`src/rtl/writeback_arbiter_if.sv`:
```
// Writeback bundle: ALU and load result channels in, register-array write port and pending mask out.
// The arbiter takes the slave view; the producer and register-array side take the master view.
interface writeback_arbiter_if #(
    parameter int register_num        = 32,
    parameter int register_width      = 32,
    parameter int register_num_length = $clog2(register_num)
);
    logic                           alu_valid;
    logic                           alu_ready;
    logic [register_num_length-1:0] alu_reg_address;
    logic [register_width-1:0]      alu_data;
    logic                           alu_byte;

    logic                           mem_valid;
    logic                           mem_ready;
    logic [register_num_length-1:0] mem_reg_address;
    logic [register_width-1:0]      mem_data;
    logic                           mem_byte;

    logic                           write_word_enable;
    logic                           write_byte_enable;
    logic [register_num_length-1:0] write_reg_address;
    logic [register_width-1:0]      write_data;
    logic [register_num-1:0]        pending_mask;

    modport slave (
        input  alu_valid, alu_reg_address, alu_data, alu_byte,
        input  mem_valid, mem_reg_address, mem_data, mem_byte,
        output alu_ready, mem_ready,
        output write_word_enable, write_byte_enable, write_reg_address, write_data,
        output pending_mask
    );

    modport master (
        output alu_valid, alu_reg_address, alu_data, alu_byte,
        output mem_valid, mem_reg_address, mem_data, mem_byte,
        input  alu_ready, mem_ready,
        input  write_word_enable, write_byte_enable, write_reg_address, write_data,
        input  pending_mask
    );
endinterface

```
`src/rtl/writeback_arbiter.sv`:
```
// Merges ALU (priority) and buffered load results onto one register-array write port; 1-cycle registered latency.
// Loads back-pressure when the FIFO is full; the ALU is stalled one cycle once the FIFO head has lost starve_limit times.
module writeback_arbiter #(
    parameter int register_num        = 32,
    parameter int register_width      = 32,
    parameter int register_num_length = $clog2(register_num),
    parameter int buf_depth           = 2,
    parameter int starve_limit        = 4
) (
    input  logic                clk,
    input  logic                rst,
    writeback_arbiter_if.slave  wb
);
    localparam int PW = $clog2(buf_depth);
    localparam int CW = $clog2(buf_depth + 1);
    localparam int SW = $clog2(starve_limit + 1);

    logic [CW-1:0] count_q, count_d;
    logic [PW-1:0] rd_ptr_q, rd_ptr_d;
    logic [PW-1:0] wr_ptr_q, wr_ptr_d;
    logic [SW-1:0] starve_q, starve_d;

    logic [register_num_length-1:0] buf_addr_q [buf_depth];
    logic [register_width-1:0]      buf_data_q [buf_depth];
    logic                           buf_byte_q [buf_depth];

    logic                           wen_q, wen_d;
    logic                           ben_q, ben_d;
    logic [register_num_length-1:0] waddr_q, waddr_d;
    logic [register_width-1:0]      wdata_q, wdata_d;

    logic                    alu_ready;
    logic                    mem_ready;
    logic                    fifo_ne;
    logic                    alu_win;
    logic                    pop;
    logic                    bypass;
    logic                    push;
    logic [register_num-1:0] mask;
    logic [PW-1:0]           off;

    always_comb begin
        alu_ready = (starve_q != SW'(starve_limit));
        mem_ready = (count_q < CW'(buf_depth));
        fifo_ne   = (count_q != '0);
        alu_win   = wb.alu_valid && alu_ready;
        pop       = !alu_win && fifo_ne;
        bypass    = !alu_win && !fifo_ne && wb.mem_valid;
        // A losing load is still buffered, even into an empty FIFO.
        push      = wb.mem_valid && mem_ready && !bypass;

        count_d  = count_q + CW'(push) - CW'(pop);
        rd_ptr_d = pop  ? rd_ptr_q + PW'(1) : rd_ptr_q;
        wr_ptr_d = push ? wr_ptr_q + PW'(1) : wr_ptr_q;

        if (!fifo_ne || pop) begin
            starve_d = '0;
        end else if (alu_win) begin
            starve_d = starve_q + SW'(1);
        end else begin
            starve_d = starve_q;
        end

        wen_d   = 1'b0;
        ben_d   = 1'b0;
        waddr_d = waddr_q;
        wdata_d = wdata_q;
        if (alu_win) begin
            wen_d   = !wb.alu_byte;
            ben_d   = wb.alu_byte;
            waddr_d = wb.alu_reg_address;
            wdata_d = wb.alu_data;
        end else if (pop) begin
            wen_d   = !buf_byte_q[rd_ptr_q];
            ben_d   = buf_byte_q[rd_ptr_q];
            waddr_d = buf_addr_q[rd_ptr_q];
            wdata_d = buf_data_q[rd_ptr_q];
        end else if (bypass) begin
            wen_d   = !wb.mem_byte;
            ben_d   = wb.mem_byte;
            waddr_d = wb.mem_reg_address;
            wdata_d = wb.mem_data;
        end
    end

    // An entry is live when its distance from the read pointer is below the count.
    always_comb begin
        mask = '0;
        off  = '0;
        for (int i = 0; i < buf_depth; i++) begin
            off = PW'(i) - rd_ptr_q;
            if (CW'(off) < count_q) begin
                mask[buf_addr_q[i]] = 1'b1;
            end
        end
    end

    always_ff @(posedge clk or posedge rst) begin
        if (rst) begin
            count_q  <= '0;
            rd_ptr_q <= '0;
            wr_ptr_q <= '0;
            starve_q <= '0;
            wen_q    <= 1'b0;
            ben_q    <= 1'b0;
            waddr_q  <= '0;
            wdata_q  <= '0;
        end else begin
            count_q  <= count_d;
            rd_ptr_q <= rd_ptr_d;
            wr_ptr_q <= wr_ptr_d;
            starve_q <= starve_d;
            wen_q    <= wen_d;
            ben_q    <= ben_d;
            waddr_q  <= waddr_d;
            wdata_q  <= wdata_d;
        end
    end

    always_ff @(posedge clk) begin
        if (push) begin
            buf_addr_q[wr_ptr_q] <= wb.mem_reg_address;
            buf_data_q[wr_ptr_q] <= wb.mem_data;
            buf_byte_q[wr_ptr_q] <= wb.mem_byte;
        end
    end

    assign wb.alu_ready         = alu_ready;
    assign wb.mem_ready         = mem_ready;
    assign wb.write_word_enable = wen_q;
    assign wb.write_byte_enable = ben_q;
    assign wb.write_reg_address = waddr_q;
    assign wb.write_data        = wdata_q;
    assign wb.pending_mask      = mask;
endmodule

```
`src/flat_wrapper.sv`:
```
// flat-port wrapper written by rule: the top's interface ports become plain ports
module writeback_arbiter_flat 
#(
    parameter int register_num        = 32,
    parameter int register_width      = 32,
    parameter int register_num_length = $clog2(register_num),
    parameter int buf_depth           = 2,
    parameter int starve_limit        = 4
)
  (clk, rst, wb_alu_valid, wb_alu_reg_address, wb_alu_data, wb_alu_byte, wb_mem_valid, wb_mem_reg_address, wb_mem_data, wb_mem_byte, wb_alu_ready, wb_mem_ready, wb_write_word_enable, wb_write_byte_enable, wb_write_reg_address, wb_write_data, wb_pending_mask);
  writeback_arbiter_if #(.register_num(register_num), .register_width(register_width), .register_num_length(register_num_length)) wb_i ();
  input  logic clk;
  input  logic rst;
  input wire logic [$bits(wb_i.alu_valid)-1:0] wb_alu_valid;
  input wire logic [$bits(wb_i.alu_reg_address)-1:0] wb_alu_reg_address;
  input wire logic [$bits(wb_i.alu_data)-1:0] wb_alu_data;
  input wire logic [$bits(wb_i.alu_byte)-1:0] wb_alu_byte;
  input wire logic [$bits(wb_i.mem_valid)-1:0] wb_mem_valid;
  input wire logic [$bits(wb_i.mem_reg_address)-1:0] wb_mem_reg_address;
  input wire logic [$bits(wb_i.mem_data)-1:0] wb_mem_data;
  input wire logic [$bits(wb_i.mem_byte)-1:0] wb_mem_byte;
  output wire logic [$bits(wb_i.alu_ready)-1:0] wb_alu_ready;
  output wire logic [$bits(wb_i.mem_ready)-1:0] wb_mem_ready;
  output wire logic [$bits(wb_i.write_word_enable)-1:0] wb_write_word_enable;
  output wire logic [$bits(wb_i.write_byte_enable)-1:0] wb_write_byte_enable;
  output wire logic [$bits(wb_i.write_reg_address)-1:0] wb_write_reg_address;
  output wire logic [$bits(wb_i.write_data)-1:0] wb_write_data;
  output wire logic [$bits(wb_i.pending_mask)-1:0] wb_pending_mask;
  assign wb_i.alu_valid = wb_alu_valid;
  assign wb_i.alu_reg_address = wb_alu_reg_address;
  assign wb_i.alu_data = wb_alu_data;
  assign wb_i.alu_byte = wb_alu_byte;
  assign wb_i.mem_valid = wb_mem_valid;
  assign wb_i.mem_reg_address = wb_mem_reg_address;
  assign wb_i.mem_data = wb_mem_data;
  assign wb_i.mem_byte = wb_mem_byte;
  assign wb_alu_ready = wb_i.alu_ready;
  assign wb_mem_ready = wb_i.mem_ready;
  assign wb_write_word_enable = wb_i.write_word_enable;
  assign wb_write_byte_enable = wb_i.write_byte_enable;
  assign wb_write_reg_address = wb_i.write_reg_address;
  assign wb_write_data = wb_i.write_data;
  assign wb_pending_mask = wb_i.pending_mask;
  writeback_arbiter #(.register_num(register_num), .register_width(register_width), .register_num_length(register_num_length), .buf_depth(buf_depth), .starve_limit(starve_limit)) u_core (.clk(clk), .rst(rst), .wb(wb_i));
endmodule
```
`config.mk`:
```
export PLATFORM = sky130hd
export DESIGN_NAME = writeback_arbiter_flat
export DESIGN_NICKNAME = d
export VERILOG_FILES = /design/src/rtl/writeback_arbiter_if.sv /design/src/rtl/writeback_arbiter.sv /design/src/flat_wrapper.sv
export SDC_FILE = /design/constraint.sdc
export NUM_CORES = 1
export LEC_CHECK = 0
export ABC_AREA = 0
export CAP_MARGIN = 40
export CORE_ASPECT_RATIO = 1.75
export CORE_MARGIN = 2
export CORE_UTILIZATION = 49
export CTS_CLUSTER_DIAMETER = 100
export DETAILED_ROUTE_END_ITERATION = 7
export GPL_TIMING_DRIVEN = 0
export HOLD_SLACK_MARGIN = 0.05
export PLACE_DENSITY_LB_ADDON = 0.08
export SLEW_MARGIN = 20
export SYNTH_ARGS = -nofsm -noshare
export SYNTH_HDL_FRONTEND = slang
export SYNTH_SLANG_ARGS = --single-unit
export TNS_END_PERCENT = 20
```
`constraint.sdc`:
```
create_clock -name clk -period 4.4 [get_ports clk]
set_input_delay 0.88 -clock clk [delete_from_list [all_inputs] [get_ports clk]]
set_output_delay 0.88 -clock clk [all_outputs]
set_load 0.005 [all_outputs]
```
==> summary.txt <==
CP delay by family, top: buffers and inverters
max_cap viols: 0
H-tree depth: 4
crit path to: wb_pending_mask[28]
LEAKAGE: 2.83 nW
cell taking the most area after synthesis: edfxtp_1
Root Driver: clkbuf_16
Arrival @ worst endpoint: 2.45 ns
synth-to-layout area growth: 40.7%
WP buf/inv: 4
Die Y: 147 um
Worst path slowest cell: clkdlybuf4s50_1
wire per inst: 19.5 um
initial antenna violation count: 0
Worst Tran Pin Value: 0.789 ns
Seq/Total Area, Yosys: 0.600
period utilization: 0.757
clock network power share: 0.267
Final Hold Fails: 0
Core Footprint: 11500 um2
Yosys warning count: 0
flop2flop setup slack: 1.83 ns
Crit. End Element: output pin
Clock Tree Buf Depth: 2
register share of total power: 0.364
post-CTS sizing: 0
Synth area leaders: edfxtp_1 (40%), dfrtp_1 (20%), o21ai_2 (9.2%)
Combinational Power Share: 0.369
Post-synth EDFFs: 76
WP data required: 3.52 ns
sw frac: 0.325
fin cells: 760
CP Depth: 7
DIE WIDTH: 85.7 um
Post-CTS Setup Inserts: 0
via count: 4388
post-DR vias/cell: 5.77
layout cells sized above 1: 0.274
CTS sink cnt: 122
largest net degree at the start of global routing: 47
CTS clk-pin slew, worst paths: 0.06 ns
Clock Skew: 0.00787 ns
synth cell count leaders: edfxtp_1 (76), o22ai_1 (61), o21ai_2 (60)
area of the mapped netlist: 5720 um2
CTS Hold Buffers Added: 0
reg2reg start: u_core.starve_q[0]
critical path type: register to output pin
All-Layer GR Usage: 0.244
r2r endpoint: u_core.buf_data_q[0][9]
# IOs: 153
crit-path max cell delay: 0.53 ns
Fill cells: 849
Rows: 52
fraction of registers with async set/reset: 0.377
syn avg cell area: 13.1 um2
distinct cell type count after synthesis: 38
global-route wire length before repair: 23.6 mm
total wire length: 14.8 mm
die area: 12600 um2
Port Buffers: 152
worst skew pair latency: 0.41 ns
CP startpoint kind: register
NetSw: 1.53 mW
CP Max Fanout: 10
Max-slew headroom: 0.468
Seq cells post-synth: 122
post-route ant nets: 0
final net count: 694
starting density of the core: 0.499
Pre-antenna DRT Iters: 4
critical path launch point: u_core.count_q[0]
Syn Nets: 520
Max VDD drop: 450 uV
Critical Path Most Common Cell: buf_4
Tmin final: 3.33 ns
fmax: 0.300 GHz
ANT cells: 0
DRT iter0 DRCs: 224
PwrDens: 586 nW/um2
unrepaired setup endpoints after global routing: no
CTS tree: built
Top FF cell, synth: edfxtp_1
Final GP Congestion: 0.877
grt total ovfl: 0
total internal power: 3.18 mW
vias in the first global route: 4624
cell with the most instances after synthesis: edfxtp_1
Cells after Synth: 438
dpl cells: 728
Final Core Density: 0.702
share of the synthesized area in the top cell type: 0.399
Worst R2R Path Depth: 7
Pins Over Slew Limit: 0
Hold/Removal Path Class: register to register
TritonCTS Buffers: 17
Final HPWL DP: 10.3 mm
DRC: 0
setup violators final: 0
worst-path cell chain: buf_4, inv_2, o21ai_2, or3b_1, buf_4, o22ai_1, clkdlybuf4s50_1
status: finished, final reports clean
## logic make-up after synthesis
| kind of cell | synth area share |
|---|---|
| buf+inv | 0.0385 |
| compound gates | 0.202 |
| fa+ha+maj | 0.00438 |
| xor+xnor | 0.00613 |
| flops | 0.600 |
| mux | 0.0744 |
| simple gates | 0.0746 |
## state kept, by name, summed over array words and instances (netlist names)
| name | flops |
|---|---|
| u_core.wb.write_data | 32 |
| u_core.count_q | 2 |
| u_core.buf_addr_q | 10 |
| u_core.buf_data_q | 64 |
| u_core.buf_byte_q | 2 |
| u_core.starve_q | 3 |
| u_core.wr_ptr_q | 1 |
| u_core.wb.write_byte_enable | 1 |
| u_core.wb.write_reg_address | 5 |
| u_core.wb.write_word_enable | 1 |
| u_core.rd_ptr_q | 1 |
## per-stage QoR
step | cell area [um2] | power (mW) | TNS (ns) | setup WS (ns) | hold slack (ns)
final | 8040 | 4.71 | 0 | 1.07 | 0.465
after global routing | 8040 | 4.95 | 0 | 0.947 | 0.485
after CTS | 8040 | 4.75 | 0 | 1.05 | 0.471
after detailed placement | 7500 | 3.49 | 0 | 1.13 | 0.464
after global placement | 7410 | 3.40 | -59.87 | -0.804 | 0.458
after floorplan | 5720 | 2.69 | 0 | 0.931 | 0.443
## layout by cell type, fill, tap and decap left out, types with 3 or more instances in the layout
cell type / count
or3_1: 3
o21ai_1: 9
dfrtp_1: 46
clkinv_2: 3
inv_6: 5
buf_2: 11
clkinv_4: 4
nand3_1: 4
nand3b_1: 10
nor3_1: 3
mux2_2: 36
clkbuf_16: 17
nor2_1: 5
edfxtp_1: 76
inv_1: 3
buf_4: 4
clkdlybuf4s50_1: 152
xnor2_1: 4
o21ai_2: 60
clkinvlp_4: 3
o22ai_1: 61
or3b_2: 4
buf_12: 4
o22ai_2: 7
o21ai_0: 9
clkbuf_1: 6
nand2_1: 42
a21oi_1: 5
## worst min path at each step
stage                     cells after the start                  to               start
final                                         1  u_core.starve_q[0]  u_core.starve_q[0]
after global routing                          1  u_core.starve_q[0]  u_core.starve_q[0]
after CTS                                     1  u_core.starve_q[0]  u_core.starve_q[0]
after detailed placement                      1  u_core.starve_q[0]  u_core.starve_q[0]
after global placement                        1  u_core.starve_q[0]  u_core.starve_q[0]
after floorplan                               1  u_core.starve_q[0]  u_core.starve_q[0]
## layer usage
layer | vias up | track usage | routed length [um]
li1 | 2032 | - | -
met5 | - | 0 | 0
met1 | 2176 | 0.278 | 5630
met3 | 18 | 0.0511 | 766
met4 | 0 | 0.0730 | 174
met2 | 162 | 0.449 | 8220
## layout make-up
type	instances	area, um2	area share
Multi-Input combinational cell	282	2080	0.259
Sequential cell	122	3430	0.427
Timing Repair Buffer	155	1600	0.199
Inverter	6	25.0	0.00311
Buffer	28	198	0.0246
Clock inverter	15	116	0.0145
Clock buffer	17	425	0.0529
Tap cell	135	169	0.0210
## power groups by stage
stage | Clock, mW | Combinational [mW] | Sequential [mW]
finish | 1.26 | 1.74 | 1.72
global route | 1.33 | 1.88 | 1.75
CTS | 1.27 | 1.76 | 1.72
detailed placement | 0 | 1.75 | 1.74
global placement | 0 | 1.67 | 1.74
floorplan | 0 | 0.974 | 1.72
(Power assumes the default switching activity.)
